--- src/rtl/text_stream_writer.sv ---
// rtl/text_stream_writer.sv - ASCII stream to 80x30 tile RAM writer with cursor and clear sweep
module text_stream_writer #(
    parameter int         MAX_X = 80,
    parameter int         MAX_Y = 30,
    parameter logic [6:0] BLANK = 7'h20
) (
    input  logic        clk,
    input  logic        reset,
    input  logic        ch_valid,
    input  logic [7:0]  ch_data,
    output logic        ch_ready,
    output logic        we,
    output logic [11:0] addr_w,
    output logic [6:0]  din,
    output logic [6:0]  cur_x,
    output logic [4:0]  cur_y,
    output logic        busy
);

    localparam logic [0:0] ST_IDLE  = 1'b0;
    localparam logic [0:0] ST_CLEAR = 1'b1;

    localparam logic [6:0] LAST_X = 7'(MAX_X - 1);
    localparam logic [4:0] LAST_Y = 5'(MAX_Y - 1);

    localparam logic [7:0] CH_BS = 8'h08;
    localparam logic [7:0] CH_LF = 8'h0A;
    localparam logic [7:0] CH_FF = 8'h0C;
    localparam logic [7:0] CH_CR = 8'h0D;

    logic [0:0] state;
    logic [6:0] sweep_x;
    logic [4:0] sweep_y;
    logic       sweep_done;

    logic       accept;
    logic       is_print;
    logic [6:0] adv_x;
    logic [4:0] adv_y;
    logic [4:0] lf_y;

    assign ch_ready = (state == ST_IDLE);
    assign busy     = (state == ST_CLEAR);
    assign accept   = ch_valid && ch_ready;
    assign is_print = (ch_data >= 8'h20) && (ch_data <= 8'h7E);

    // Cursor advance with explicit wrap at the screen limits (no scrolling)
    always_comb begin
        adv_x = cur_x;
        adv_y = cur_y;
        if (cur_x == LAST_X) begin
            adv_x = 7'd0;
            adv_y = (cur_y == LAST_Y) ? 5'd0 : cur_y + 5'd1;
        end else begin
            adv_x = cur_x + 7'd1;
        end
    end

    assign lf_y = (cur_y == LAST_Y) ? 5'd0 : cur_y + 5'd1;

    always_ff @(posedge clk or posedge reset) begin
        if (reset) begin
            state      <= ST_IDLE;
            cur_x      <= 7'd0;
            cur_y      <= 5'd0;
            we         <= 1'b0;
            addr_w     <= 12'd0;
            din        <= 7'd0;
            sweep_x    <= 7'd0;
            sweep_y    <= 5'd0;
            sweep_done <= 1'b0;
        end else begin
            we <= 1'b0;
            case (state)
                ST_IDLE: begin
                    if (accept) begin
                        if (is_print) begin
                            we     <= 1'b1;
                            addr_w <= {cur_y, cur_x};
                            din    <= ch_data[6:0];
                            cur_x  <= adv_x;
                            cur_y  <= adv_y;
                        end else if (ch_data == CH_CR) begin
                            cur_x <= 7'd0;
                        end else if (ch_data == CH_LF) begin
                            cur_y <= lf_y;
                        end else if (ch_data == CH_BS) begin
                            if (cur_x != 7'd0) begin
                                cur_x  <= cur_x - 7'd1;
                                we     <= 1'b1;
                                addr_w <= {cur_y, cur_x - 7'd1};
                                din    <= BLANK;
                            end
                        end else if (ch_data == CH_FF) begin
                            // Cell (0,0) is written on the accepting edge so the sweep
                            // starts in the very next cycle; counters point at (0,1).
                            cur_x      <= 7'd0;
                            cur_y      <= 5'd0;
                            we         <= 1'b1;
                            addr_w     <= 12'd0;
                            din        <= BLANK;
                            sweep_x    <= 7'd1;
                            sweep_y    <= 5'd0;
                            sweep_done <= 1'b0;
                            state      <= ST_CLEAR;
                        end
                    end
                end
                ST_CLEAR: begin
                    if (sweep_done) begin
                        state <= ST_IDLE;
                    end else begin
                        we     <= 1'b1;
                        addr_w <= {sweep_y, sweep_x};
                        din    <= BLANK;
                        if (sweep_x == LAST_X) begin
                            sweep_x <= 7'd0;
                            if (sweep_y == LAST_Y) begin
                                sweep_done <= 1'b1;
                            end else begin
                                sweep_y <= sweep_y + 5'd1;
                            end
                        end else begin
                            sweep_x <= sweep_x + 7'd1;
                        end
                    end
                end
                default: state <= ST_IDLE;
            endcase
        end
    end

endmodule

--- config.mk ---
export PLATFORM = sky130hd
export DESIGN_NAME = text_stream_writer
export DESIGN_NICKNAME = d
export VERILOG_FILES = /design/src/rtl/text_stream_writer.sv
export SDC_FILE = /design/constraint.sdc
export NUM_CORES = 1
export LEC_CHECK = 0
export ABC_AREA = 1
export BUFFER_PORTS_ARGS = -buffer_cell sky130_fd_sc_hd__buf_2
export CORE_MARGIN = 4
export CORE_UTILIZATION = 40
export CTS_BUF_LIST = sky130_fd_sc_hd__clkbuf_16
export DETAILED_ROUTE_END_ITERATION = 16
export PLACE_DENSITY = 0.59
export SETUP_SLACK_MARGIN = 0.2
export SLEW_MARGIN = 10
export SYNTH_ARGS = -nofsm -noshare
export SYNTH_HDL_FRONTEND = slang
export SYNTH_SLANG_ARGS = --single-unit
--- constraint.sdc ---
create_clock -name clk -period 4.1 [get_ports clk]
set_input_delay 0.41 -clock clk [delete_from_list [all_inputs] [get_ports clk]]
set_output_delay 0.41 -clock clk [all_outputs]
set_load 0.005 [all_outputs]
# Yosys cells after proc, flatten, opt, wreduce, memory -nomap -nowiden
# Cells that the tools add are included.
[totals]
rom_bits = 0
mem_count = 0
elab_cells = 128
input_bits = 11
latchBits = 0
ram_bits = 0
reg_bits = 46
out_inout_bits = 34
[classes]
n_lt_le_gt_ge = 2
multipliers = 0
shift = 0
reduce_logical = 11
add_sub_neg = 5
n_eq_ne = 26
mux = 74
n_bitwise = 1
div_mod_pow = 0
[op_table]
columns = ["cell", "n"]
rows = [
  ["$mux 7", 23],
  ["$mux 12", 8],
  ["$mux 5", 14],
  ["$eq 8x4->1 const B", 4],
  ["$pmux 7 s2", 2],
  ["$pmux 12 s2", 1],
  ["$mux 1", 22],
  ["$reduce_and 6->1", 3],
  ["$add 7x1->7 const B", 2],
  ["$eq 7x7->1 const B", 2],
  ["$ne 2x2->1 const B", 7],
  ["$ne 3x3->1 const B", 4],
  ["$add 5x1->5 const B", 2],
  ["$eq 5x5->1 const B", 2],
  ["$pmux 5 s2", 1],
  ["$reduce_and 9->1", 1],
  ["$ge 8x6->1 const B", 1],
  ["$le 8x7->1 const B", 1],
  ["$ne 2x1->1 const B", 4],
  ["$ne 4x3->1 const B", 2],
  ["$reduce_and 7->1", 1],
  ["$reduce_bool 7->1", 1],
  ["$sub 7x1->7 const B", 1],
  ["$pmux 1 s2", 3],
  ["other kinds (6)", 7],
]

# Logic depth before layout (Yosys ltp)
# Gate-level depths: netlist of the first run.
[depth]
depth_word = 8
depth_mapped = 12
ltp_nobuf = 11

# Worst setup path before layout of the first run
# No wires, ideal clock.
[synth_timing]
path_type = "flip-flop to flip-flop"
startpoint = "reg cur_x[0]"
endpoint = "reg din[5]"
required_time_ps = 3984
stages_incl_launch_ff = 13
synth_period_minus_slack_ps = 1743
slack_ps = 2357
setup_ps = 116
n_path_buf = 2
arrival_ps = 1627
cell_sequence = "dfrtp_1 > clkinv_1 > ha_1 > nand2_1 > nor2_1 > nand2_1 > nand2_2 > nand3_2 > nand2_2 > buf_6 > buf_12 > nand3_2 > nand2_1"
[synth_via]
elab_chain_cells = 3
[synth_lines]
columns = ["element", "line", "rtl"]
rows = [
  ["start, declared", "15", "output logic [6:0] cur_x,"],
  ["start signal, assigned", "81", "cur_x <= adv_x;"],
  ["start signal, assigned", "89", "cur_x <= cur_x - 7'd1;"],
  ["$reduce_bool 7->1", "88", "if (cur_x != 7'd0) begin"],
  ["$ne 4x3->1 (no line)", "n/a", ""],
  ["$reduce_and 6->1 (no line)", "n/a", ""],
  ["end signal, assigned", "80", "din <= ch_data[6:0];"],
  ["end, declared", "14", "output logic [6:0] din,"],
]
# No other way between the ends.
# A chain may end at the register's enable or synchronous reset.

# Worst setup path in the final report of the first run
[layout_timing]
startpoint = "reg state (netlist: busy)"
endpoint = "reg addr_w[11]"
[layout_via]
elab_chain_cells = 4
elab_cells_between_ends = 10
cone_classes = "6 x eq/ne; 1 x mux; 1 x bitwise; 2 x reduce/logical"
[layout_lines]
columns = ["element", "line", "rtl"]
rows = [
  ["start, declared", "31", "logic [0:0] state;"],
  ["start signal, assigned", "63", "state <= ST_IDLE;"],
  ["start signal, assigned", "105", "state <= ST_CLEAR;"],
  ["start signal, assigned", "111", "state <= ST_IDLE;"],
  ["$not 1->1 (no line)", "n/a", ""],
  ["$logic_and 1x1->1", "44", "assign accept = ch_valid && ch_ready;"],
  ["$ne 2x1->1 (no line)", "n/a", ""],
  ["$reduce_and 6->1 (no line)", "n/a", ""],
  ["end signal, assigned", "79", "addr_w <= {cur_y, cur_x};"],
  ["end signal, assigned", "91", "addr_w <= {cur_y, cur_x - 7'd1};"],
  ["end signal, assigned", "114", "addr_w <= {sweep_y, sweep_x};"],
  ["end, declared", "13", "output logic [11:0] addr_w,"],
]
# Parallel ways exist; a longest one is shown, timed or not.

==> results.txt, run 1 <==
- Measured against the total synthesized area, the mux share comes to 0%.
- The critical path in this run is classified as reg -> reg.
- Run status: completed
- Synthesized-area fraction occupied by adder cells: 2.85%
* Summed instance area of the synthesized netlist: 3070 sq um
* Clock insertion delay at the later pin of the skew report: 0.29 ns
- Number of antenna violations at the first check in global routing: 0
- Proportion of synthesized chip area in sequential cells: a little under two fifths
- Final count of negative-setup-slack endpoints: 0
* Area growth from synthesis to final layout: 13.8%
- In this run the vertical extent of the chip is 95.6 um.
- CTS tree: built
* Number of levels the H-tree was split into: 2
- Num ports: 45
* Final RePlAce weighted congestion: 0.858
* Final Hold Fails: 0
- The placed instances occupy a cell area of approximately 3300 sq um.
* Power density normalized to cell area: 274 nW/um^2
- Fin cells: 580
- For this run, the top clock speed supported by timing is 0.360 GHz.
- Worst hold margin: 0.338 ns
- For this run, the number of Yosys warnings is 0.
- In the final routed layout, each cell accounts on average for 13.1 um.
* Maximum vdd ir drop: 0.133 mV
- Share of the core filled with cells in the final layout: between 40% and 50%
* Hold crit path type: in -> async
- After technology mapping, the gate count stands at 442.
- Clock tree skew after final layout: 0.00597 ns
- Cells with a size suffix above 1 make up a little under a fifth of the layout.
- Die Wd: 95.6 um
- Sinks on the clock net: 46
- OpenSTA, run right after detailed placement, puts the worst setup slack at 1.34 ns.
- 0 antenna diodes ended up in the layout.
- STA classifies the critical path startpoint as a register.
* Global-route wire length before repair: 12,800 um
- Max transition margin: 36.5%
- Cell area after layout: roughly 3500 sq um
- Final setup TNS: 0 ns
* Post-synthesis net count: 460
* Maximum number of pins on one net before global-route repair: 47
- The completed layout was analyzed and its total power is 958 uW.
* Number of buffers created by CTS: 5
- The die covers 9130 sq um.
- Summing the areas of all xor and xnor instances in the mapped netlist gives 2.00% of the synthesized area.
* Most frequent cells in the layout: sky130_fd_sc_hd__nand2_1, sky130_fd_sc_hd__nand3_1, sky130_fd_sc_hd__dfrtp_1
- The first detailed-routing pass ran for 5 iterations.
- Required time of the critical path: 4.27 ns
- Post-Syn Area per Cell: 6.94 sq um
- Dominant combinational cell family by area after synthesis: simple AND/OR/NAND/NOR gates
- Leading cell type in the layout, fill and taps excluded: sky130_fd_sc_hd__nand2_1
* Starting utilization of the core area: between 40% and 50%
* Unrepaired setup endpoints after global routing: false
- Once detail routing completed, the nets flagged for antenna violations numbered 0.
* Tcrit/Tclk final: between 60% and 70%
* Resize count post-CTS: 0
- Register bit count reported by yosys: 46
- After clock tree synthesis, the clock-pin slew on the worst setup and hold paths is 0.07 ns.
- At the pin with the least slew margin, the transition time is 0.951 ns.
- Post-detailed-route DRC marker count: 0
- Fin crit period: about 2.8 ns
* Post-Route WL: 7580 um
* Post-synthesis compound-gate area fraction: ~5.3%
* Max-cap violation count: 0
- For this block, the initial DRC count from the detailed router was 202.
- Number of global-route vias before repair: 2,572
* Simple-gate share of the synthesized area: 44.4%
* Global router's overall resource usage: around 18%
* Final net count: 498
- Worst endpoint data arrival time: 2.95 ns
- Dividing the detail-routed via count by the number of cells gives between 4 and 5.
- Along the worst path, the maximum fanout reaches 25.
- During placement, the flow inserted port buffers numbering 44.
- In this run the clock root is driven by a sky130_fd_sc_hd__clkbuf_16.
* Setup slack after layout: ~1.3 ns
- Buffers inserted to repair hold after CTS numbered 0.
- For this run the aggregate overflow at the end of global routing stands at 0.
- After synthesis, the netlist uses 32 different library cells.
- Maximum count of clock buffers along a single path: 2
- Postcts setup bufs: 0
* Dpl cells: 572
- Leakage dissipation: 1.90 nW
* Core region area: about 7400 sq um
- Final count of pins violating max slew: 0
* Final HPWL DP: 5610 um
- The detailed router placed 2,892 vias in this run.
- Worst Setup End Kind: register
* Number of cell rows: 31
-- logic make-up after synthesis --
group,after synthesis
buffers and inverters,54
flip-flops,46
AND/OR/NAND/NOR,299
XOR/XNOR,7
adder cells (fa/ha/maj),7
AO/OA/AOI/OAI,29
-- metal layers --
metal	wire (um)	GRT usage, %	share of wire, %	vias up
met3	444	3.16	5.9	9
met2	3290	26.1	43	87
li1	-	-	-	1480
met1	3790	26.5	50	1316
met4	59	3.67	0.78	0
met5	0	0	0	-
-- worst paths after layout --
check	start	to	slack [ns]	cells past startpoint
min reg2reg	addr_w[7]$_DFFE_PP0P_	addr_w[7]$_DFFE_PP0P_	0.50	2
max in group asynchronous	reset	cur_y[3]$_DFFE_PP0P_	3.17	2
min	reset	addr_w[3]$_DFFE_PP0P_	0.34	2
max reg2reg	busy$_DFF_PP0_	addr_w[11]$_DFFE_PP0P_	1.32	6
min in group clk	ch_data[4]	din[4]$_DFFE_PP0P_	0.46	5
max	busy$_DFF_PP0_	addr_w[11]$_DFFE_PP0P_	1.32	6
-- sequential cells by signal, summed over array words and instances (netlist names) --
register and cells:
we 1, sweep_y 5, sweep_done 1, cur_y 5, cur_x 7, busy 1
addr_w 12, sweep_x 7, din 7
-- worst max-delay path: stages, from the launching register on --
cell	delay [ns]
sky130_fd_sc_hd__dfrtp_1	0.58
sky130_fd_sc_hd__inv_2	0.39
sky130_fd_sc_hd__nor2_1	0.10
sky130_fd_sc_hd__inv_1	0.67
sky130_fd_sc_hd__nand2_1	0.63
sky130_fd_sc_hd__nand2_1	0.21
sky130_fd_sc_hd__nand2_1	0.06
-- report_power, final --
part / switching, mW / internal (mW)
logic: 0.0321 / 0.0105
clock network: 0.173 / 0.289
registers: 0 / 0.454
-- layout make-up --
cell class	instances	area (sq um)
Sequential cell	46	1150
Clock inverter	3	43.8
Timing Repair Buffer	44	220
Tap cell	99	124
Fill cell	788	3880
Clock buffer	5	125
Multi-Input combinational cell	342	1670
Inverter	41	154
-- synthesized netlist by cell type --
| cell type | count | area [sq um] |
|---|---|---|
| sky130_fd_sc_hd__nand2_1 | 169 | 634 |
| sky130_fd_sc_hd__buf_6 | 1 | 11.3 |
| sky130_fd_sc_hd__nand2_2 | 7 | 43.8 |
| sky130_fd_sc_hd__nand3b_1 | 1 | 7.51 |
| sky130_fd_sc_hd__nor2_4 | 2 | 22.5 |
| sky130_fd_sc_hd__o22a_1 | 1 | 8.76 |
| sky130_fd_sc_hd__nor3_1 | 3 | 15.0 |
| sky130_fd_sc_hd__a21oi_1 | 5 | 25.0 |
| sky130_fd_sc_hd__ha_1 | 7 | 87.6 |
| sky130_fd_sc_hd__o21ai_4 | 1 | 16.3 |
| sky130_fd_sc_hd__inv_2 | 4 | 15.0 |
| sky130_fd_sc_hd__nand4_1 | 7 | 43.8 |
| sky130_fd_sc_hd__or2_1 | 1 | 6.26 |
| sky130_fd_sc_hd__nand2_8 | 1 | 20.0 |
| sky130_fd_sc_hd__xor2_1 | 5 | 43.8 |
| sky130_fd_sc_hd__xnor2_1 | 2 | 17.5 |
| sky130_fd_sc_hd__nand2_4 | 1 | 11.3 |
| sky130_fd_sc_hd__o21ai_0 | 15 | 75.1 |
| sky130_fd_sc_hd__clkinv_1 | 2 | 7.51 |
| sky130_fd_sc_hd__dfrtp_1 | 46 | 1150 |
| sky130_fd_sc_hd__inv_1 | 35 | 131 |
| sky130_fd_sc_hd__o21ai_1 | 6 | 30.0 |
| sky130_fd_sc_hd__nor2_2 | 2 | 12.5 |
| sky130_fd_sc_hd__o21a_1 | 1 | 7.51 |
| sky130_fd_sc_hd__nand3_1 | 50 | 250 |
| sky130_fd_sc_hd__buf_2 | 4 | 20.0 |
| sky130_fd_sc_hd__buf_12 | 1 | 20.0 |
| sky130_fd_sc_hd__or2_2 | 3 | 18.8 |
| sky130_fd_sc_hd__nand3_2 | 13 | 130 |
| sky130_fd_sc_hd__nor2_1 | 39 | 146 |
| sky130_fd_sc_hd__clkbuf_1 | 4 | 15.0 |
| sky130_fd_sc_hd__buf_4 | 3 | 22.5 |
Note: power is estimated with default switching activity, not from simulation.
==> run 2: changes to the inputs <==
ABC_AREA = 0   (was 1)
PLACE_DENSITY = 0.6   (was 0.59)
clock period = 2.6 ns   (was 4.1 ns; I/O delays follow)
==> run 2 against run 1 <==
- setup slack worse by 0.88 ns
- utilization increased by 1.2 points
- die area decreased by 12%
- critical path depth unchanged
- area after synthesis down 13%
- clock power grew 52%
- register-to-register slack got worse by 0.88 ns
- first-iteration DRC count fell by 44%
- synthesized cell count down 31%
- clock skew is 0.00064 ns lower
- final cell count shrank 27%
- largest cell class unchanged
==> results.txt, run 2 <==
- The total of max-cap violations was 0 (unchanged).
* Initial detailed-routing violation count: 113 (-44%)
- The met3 layer wire length in the routed design was 200 um (-55%).
- Number of global-route vias before repair: 2,145 (-17%)
* Dpl cells: 415 (-27%)
- The global placer's final weighted congestion is 0.856 (-0.30%).
* Final count of negative-setup-slack endpoints: 0 (unchanged)
- The via total after detailed routing is 2,351 (-19%).
* Leakage dissipation: 1.42 nW (-26%)
- Biggest register: addr_w
* Global router's overall resource usage: 17.1% (-0.42 points)
* Number of antenna violations at the first check in global routing: 0 (unchanged)
- The post-route minimum period is 2.15 ns (-0.623 ns).
- The number of buffers on the longest clock path came to 2 (unchanged).
- Largest area contributor in the synthesized netlist: sky130_fd_sc_hd__dfrtp_1
* Clock Tree Root: sky130_fd_sc_hd__clkbuf_16
- The met1 wire length was 3130 um (-17%).
- Final net count: 363 (-27%)
- The total negative setup slack was 0 ns (unchanged).
* Core region area: 6420 sq um (-13%)
* Maximum vdd ir drop: 0.300 mV (+120%)
- The number of enable-type register cells in the synthesized netlist is 0 (unchanged).
- The pin count of the biggest net entering global routing came to 47 (unchanged).
- The synthesized area per cell is 8.74 sq um (+26%).
- Most frequent cells after synthesis: sky130_fd_sc_hd__dfrtp_1, sky130_fd_sc_hd__nand2_1, sky130_fd_sc_hd__o21ai_0
- Slew at the pin with the worst max-slew slack: 0.986 ns (+0.0350 ns)
- Post-Route WL: 6440 um (-15%)
- The number of standard cells in the layout, taps in and fillers out is 422 (-27%).
* Worst Setup End Kind: register
- CTS tree: built
- Worst setup SP type: register
- Share of final-layout standard cells stronger than drive strength 1: 19.7% (+1.6 points)
- Routed length on met2: 3000 um (-8.7%)
- Power density normalized to cell area: 639 nW/um^2 (+130%)
- The iteration count of the initial detailed-routing pass was 4 (-1).
- The total overflow reported by the global router is 0 (unchanged).
- Number of unique standard cell types used by synthesis: 49 (+53%)
- The sequential cell area fraction in the yosys report was 43.2% (+5.7 points).
- Placement-stage cell area: 2950 sq um (-11%)
* Async S/R FF share, synth: 100% (unchanged)
- The top cell types in the final layout, fill and taps aside, are sky130_fd_sc_hd__dfrtp_1, sky130_fd_sc_hd__buf_2, sky130_fd_sc_hd__nand2_1.
- Sorting the synthesized cells by area gives the leading types as sky130_fd_sc_hd__dfrtp_1, sky130_fd_sc_hd__o21ai_0, sky130_fd_sc_hd__nand2_1, sky130_fd_sc_hd__ha_1, sky130_fd_sc_hd__a21oi_1.
* Clock insertion delay at the later pin of the skew report: 0.28 ns (about the same)
- Final HPWL DP: 4690 um (-16%)
- The worst hold slack came to 0.189 ns (-0.149 ns).
* Count leader, synth: sky130_fd_sc_hd__dfrtp_1
* Post-detailed-route DRC marker count: 0 (unchanged)
- Highest routed layer: met4
- The number of H-tree levels was 2 (unchanged).
* Number of vias per cell after detailed routing: 5.57 (+12%)
* Fraction of power consumed by combinational cells: 19.1% (+15 points)
* CTS clock-pin slew for the worst setup and hold paths: 0.06 ns (about the same)
* Port Buffers: 44 (unchanged)
- The post-place setup slack was 0.436 ns (-0.906 ns).
* Tcrit/Tclk final: 82.8% (+15 points)
- Unrepaired setup endpoints after global routing: false
- Final Hold Fails: 0 (unchanged)
- The floorplan row count is 29 (-6.5%).
* Total internal power: 1.42 mW (+89%)
* Hold crit path type: in -> async
- Portion of total power attributed to sequential cells: 45.7% (-1.7 points)
- The peak clock frequency supported by timing is 0.464 GHz (+29%).
- The effective utilization at floorplan is 41.5% (-0.11 points).
- The setup path with the least slack is of type reg -> reg.
- The full die area was 8040 sq um (-12%).
* Total power: 1.99 mW (+110%)
- Sw Pwr: 571 uW (+180%)
- The antenna cell count came to 0 (unchanged).
- The count of pins on the block boundary was 45 (unchanged).
- For this run, the leading register cell type out of synthesis is sky130_fd_sc_hd__dfrtp_1.
* Relative contribution of the clock network to total power: 35.2% (-13 points)
- The library cell used most frequently in the layout, excluding fill and tap cells, is sky130_fd_sc_hd__dfrtp_1.
- The setup skew after layout was 0.00533 ns (-0.000640 ns).
- The count of nets left with antenna violations after detail routing came to 0 (unchanged).
- Required time of the critical path: 2.77 ns (-1.50 ns)
* Flip-flop count of the largest register after layout: 12 (unchanged)
- Setup slack after layout: 0.447 ns (-0.877 ns)
* Sinks on the clock net: 46 (unchanged)
* Vert. Die Dim: 89.6 um (-6.2%)
- Worst endpoint data arrival time: 2.32 ns (-0.63 ns)
* Final count of pins violating max slew: 0 (unchanged)
- Post-synthesis net count: 323 (-30%)
* Yosys warns: 0 (unchanged)
* Share of the core filled with cells in the final layout: 48.5% (+1.2 points)
* Register bit count reported by yosys: 46 (unchanged)
- The post-route cell area was 3120 sq um (-11%).
- The total CTS buffers is 5 (unchanged).
- The remaining max-slew budget at the tightest pin is 34.2% (-2.2 points).
- Number of standard cells after synthesis: 305 (-31%)
* Area growth from synthesis to final layout: 16.9%
- The run finished with clean final reports.
* Worst-path maximum fanout: 6 (-76%)
- The total standard cell area after synthesis came to 2670 sq um (-13%).
* Yosys top cell area share: 43.2% (+5.7 points)
* Global-route wire length before repair: 10,600 um (-17%)
- Switching share of total power: 28.7% (+7.3 points)
* Die Wd: 89.6 um (-6.2%)
- The per-cell routed wire length came to 15.3 um (+17%).
* Postcts setup bufs: 0 (unchanged)
run 2: cell types whose count changed in the layout (fill, tap and decap cells not counted), sizes merged, moves of 6 or more:
cell and delta:
nand2 -135, nand3 -53, inv -27, nor2 -22
o21ai +20, a21oi +11, o31ai +10, a22oi +8
buf +6
run 2: final timing paths:
kind	endpoint	slack [ns]	depth (start not counted)	from
max	sweep_y[0]$_DFFE_PP0P_	0.45	6	sweep_x[0]$_DFFE_PP0P_
min in group clk	din[3]$_DFFE_PP0P_	0.26	3	ch_data[3]
min	din[6]$_DFFE_PP0P_	0.19	2	reset
min reg2reg	addr_w[8]$_DFFE_PP0P_	0.47	2	addr_w[8]$_DFFE_PP0P_
max in group asynchronous	din[5]$_DFFE_PP0P_	1.78	2	reset
max reg2reg	sweep_y[0]$_DFFE_PP0P_	0.45	6	sweep_x[0]$_DFFE_PP0P_
run 2: critical path: stages, from the launching register on:
cell,delay [ns]
sky130_fd_sc_hd__dfrtp_1,0.41
sky130_fd_sc_hd__ha_1,0.20
sky130_fd_sc_hd__nand3_1,0.20
sky130_fd_sc_hd__nor3_4,0.23
sky130_fd_sc_hd__nand2b_1,0.20
sky130_fd_sc_hd__or3b_1,0.46
sky130_fd_sc_hd__mux2_4,0.32
run 2: per-layer routing:
| layer | up-vias | GRT usage (%) |
|---|---|---|
| li1 | 1180 | - |
| met1 | 1113 | 23.8 |
| met2 | 45 | 26.8 |
| met3 | 13 | 3.74 |
| met4 | 0 | 5.28 |
| met5 | - | 0 |
run 2: what timing repair did:
item / in CTS / in global routing
endpoints found under the hold margin: 0 / 0
hold buffers: 0 / 0
resized for setup: 0 / 1
endpoints found under the setup margin: 0 / 1
run 2: kinds of logic after synthesis:
| group | after synthesis | synth area share [%] |
|---|---|---|
| fa+ha+maj | 7 | 3.28 |
| simple gates | 108 | 20.7 |
| flops | 46 | 43.2 |
| buf+inv | 30 | 4.65 |
| compound gates | 107 | 25.5 |
| xor+xnor | 4 | 1.31 |
| mux | 3 | 1.36 |
run 2: area by class of cell:
| cell class | count | area (sq um) |
|---|---|---|
| fill | 634 | 3300 |
| multi-input combinational | 229 | 1400 |
| sequential | 46 | 1150 |
| timing repair buffer | 50 | 265 |
| clock buffer | 5 | 125 |
| tap | 77 | 96.3 |
| inverter | 13 | 48.8 |
| clock inverter | 2 | 33.8 |
run 2: power by group through the flow:
stage / registers (mW) / clock network, mW / logic [mW]
2_1_floorplan: 0.895 / 0 / 0.249
3_3_place_gp: 0.921 / 0 / 0.380
3_5_place_dp: 0.924 / 0 / 0.385
4_1_cts: 0.911 / 0.718 / 0.386
5_1_grt: 0.928 / 0.747 / 0.440
6_report: 0.910 / 0.701 / 0.380
==> run 3: changes to the inputs <==
clock period = 2.2 ns   (was 2.6 ns; I/O delays follow)
==> run 3 against run 2 <==
- first-iteration DRC count rose by 1.8%
- critical path type unchanged
- non-clock buffer count rose by 14
- critical endpoint unchanged
- combinational power rose by 33%
- total power rose by 28%
- final cell count rose by 3.6%
==> results.txt, run 3 (same netlist as run 2, synthesis figures left out) <==
- Run status: completed
- The worst setup path is captured at a register.
* Cell count of the worst reg-to-reg path: 6 (unchanged)
- Core region area: 6420 sq um (unchanged)
- Maximum number of pins on one net before global-route repair: 47 (unchanged)
- Slew at the pin with the worst max-slew slack: 0.715 ns (-0.271 ns)
- Number of vias per cell after detailed routing: 5.57 (-0.11%)
* Worst-path maximum fanout: 6 (unchanged)
* Clock Tree Root: sky130_fd_sc_hd__clkbuf_16
* Dpl cells: 422 (+1.7%)
* Flip-flop count of the largest register after layout: 12 (unchanged)
* Fin crit period: 1.93 ns (-0.221 ns)
- Starting utilization of the core area: 41.5% (unchanged)
* Power density normalized to cell area: 765 nW/um^2 (+20%)
* Total power: 2.56 mW (+28%)
* Max-cap violation count: 0 (unchanged)
- Final Hold Fails: 0 (unchanged)
- The critical path is of the reg -> reg type.
- The endpoint required time on the critical path is 2.37 ns (-0.40 ns).
- Number of levels the H-tree was split into: 2 (unchanged)
- Global router's overall resource usage: 17.9% (+0.79 points)
* Max transition margin: 51.8% (+18 points)
- The final HPWL from detailed placement was 4840 um (+3.1%).
- Worst endpoint data arrival time: 2.10 ns (-0.22 ns)
- The final layout net count came to 377 (+3.9%).
- First-pass iteration count of the detailed router: 4 (unchanged)
- The minimum setup slack in the final design came to 0.268 ns (-0.179 ns).
* Place WS: 0.114 ns (-0.322 ns)
- Maximum count of clock buffers along a single path: 2 (unchanged)
* Leading cell type in the layout, fill and taps excluded: sky130_fd_sc_hd__buf_2
* Avg WL per Cell: 15.7 um (+2.7%)
* Fin cells: 437 (+3.6%)
* Clock insertion delay at the later pin of the skew report: 0.28 ns (about the same)
* Vert. Die Dim: 89.6 um (unchanged)
- The full die area is 8040 sq um (unchanged).
* Post-detailed-route DRC marker count: 0 (unchanged)
- The global placer's final weighted congestion came to 0.795 (-7.1%).
- N_diodes: 0 (unchanged)
* Initial detailed-routing violation count: 115 (+1.8%)
- The setup skew after layout was 0.00463 ns (-0.000694 ns).
* Number of antenna violations at the first check in global routing: 0 (unchanged)
- The number of slew-limit violations in the final report came to 0 (unchanged).
- The area occupied by registers is 1150 sq um (+0.33%).
- Area of the multi-input gates: 1470 sq um (+4.8%)
- Worst setup SP type: register
- Max Fclk: 0.517 GHz (+11%)
- The fraction of the cycle the final worst path needs came to 87.8% (+5.0 points).
- Number of buffers created by CTS: 5 (unchanged)
* Leakage dissipation: 1.51 nW (+6.5%)
* Antenna Violating Nets Remaining: 0 (unchanged)
- The library cells used most frequently in the layout, excluding fill and tap cells, are sky130_fd_sc_hd__buf_2, sky130_fd_sc_hd__nand2_1, sky130_fd_sc_hd__dfrtp_1.
* Worst hold margin: 0.0718 ns (-0.117 ns)
- Total gr overflow: 0 (unchanged)
* Sinks on the clock net: 46 (unchanged)
- Unrepaired setup endpoints after global routing: false
- The total negative setup slack was 0 ns (unchanged).
* Num ports: 45 (unchanged)
- Share of final-layout standard cells stronger than drive strength 1: 28.1% (+8.3 points)
- Hold crit path type: in -> async
- Biggest register: addr_w
- The floorplan row count came to 29 (unchanged).
- Post-Route WL: 6850 um (+6.3%)
- The via count of the first global-routing pass is 2,325 (+8.4%).
- The largest voltage drop on the vdd net is 0.439 mV (+46%).
- Port Buffers: 44 (unchanged)
* Area growth from synthesis to final layout: 25.3%
* Count of filler cells inserted in the layout: 623 (-1.7%)
- TritonCTS built the clock tree.
- Die Wd: 89.6 um (unchanged)
- CTS clock-pin slew for the worst setup and hold paths: 0.06 ns (about the same)
- The via total after detailed routing was 2,432 (+3.4%).
- Global-route wire length before repair: 11,300 um (+6.5%)
- The number of failing setup endpoints in the final timing report was 0 (unchanged).
## run 3: worst max-delay path: stages, from the launching register on
cell	delay, ns
sky130_fd_sc_hd__dfrtp_1	0.41
sky130_fd_sc_hd__ha_2	0.23
sky130_fd_sc_hd__nand3_4	0.10
sky130_fd_sc_hd__nor3_2	0.20
sky130_fd_sc_hd__nand2b_4	0.16
sky130_fd_sc_hd__or3b_4	0.42
sky130_fd_sc_hd__mux2_4	0.30
## run 3: cell type report
cell class / instances / area share (%)
clock buffer: 5 / 3.74
clock inverter: 3 / 2.06
inverter: 13 / 1.46
multi-input combinational: 229 / 43.8
sequential: 46 / 34.6
tap: 77 / 2.88
timing repair buffer: 64 / 11.5
## run 3: worst paths after layout
| path | from | endpoint | slack [ns] |
|---|---|---|---|
| worst max register to register | sweep_x[0]$_DFFE_PP0P_ | sweep_y[0]$_DFFE_PP0P_ | 0.27 |
| min in group clk | ch_data[4] | din[4]$_DFFE_PP0P_ | 0.22 |
| worst min-delay path | reset | din[4]$_DFFE_PP0P_ | 0.07 |
| worst min register to register | addr_w[7]$_DFFE_PP0P_ | addr_w[7]$_DFFE_PP0P_ | 0.48 |
| max in group asynchronous | reset | cur_x[1]$_DFFE_PP0P_ | 1.68 |
| worst max-delay path | sweep_x[0]$_DFFE_PP0P_ | sweep_y[0]$_DFFE_PP0P_ | 0.27 |
## run 3: metrics by stage
| step | instance area, sq um | util, % |
|---|---|---|
| floorplan | 2680 | - |
| global placement | 3020 | 47.0 |
| detailed placement | 3020 | 47.0 |
| CTS | 3230 | 50.3 |
| global route | 3340 | 52.0 |
| finish | 3340 | 52.0 |
## run 3: repair_timing
| action | CTS | global route |
|---|---|---|
| buffers inserted | 1 | 6 |
| pin swaps | 1 | 4 |
| hold buffers | 0 | 0 |
| cloned | 0 | 0 |
| setup endpoints to repair | 19 | 34 |
| gates resized for setup | 4 | 21 |
## run 3: power breakdown
part | switching (mW) | internal (mW) | total [mW]
Sequential | 0.134 | 0.946 | 1.08
Clock | 0.317 | 0.653 | 0.970
Combinational | 0.261 | 0.247 | 0.507
Total | 0.711 | 1.85 | 2.56
## run 3: routing by layer
metal / vias to the layer above / global-route usage [%] / share of wire, %
met5: - / 0 / 0
met4: 0 / 3.79 / 0.45
met3: 2 / 3.28 / 3.9
met2: 49 / 29.1 / 49
met1: 1169 / 25.0 / 47
li1: 1212 / - / -
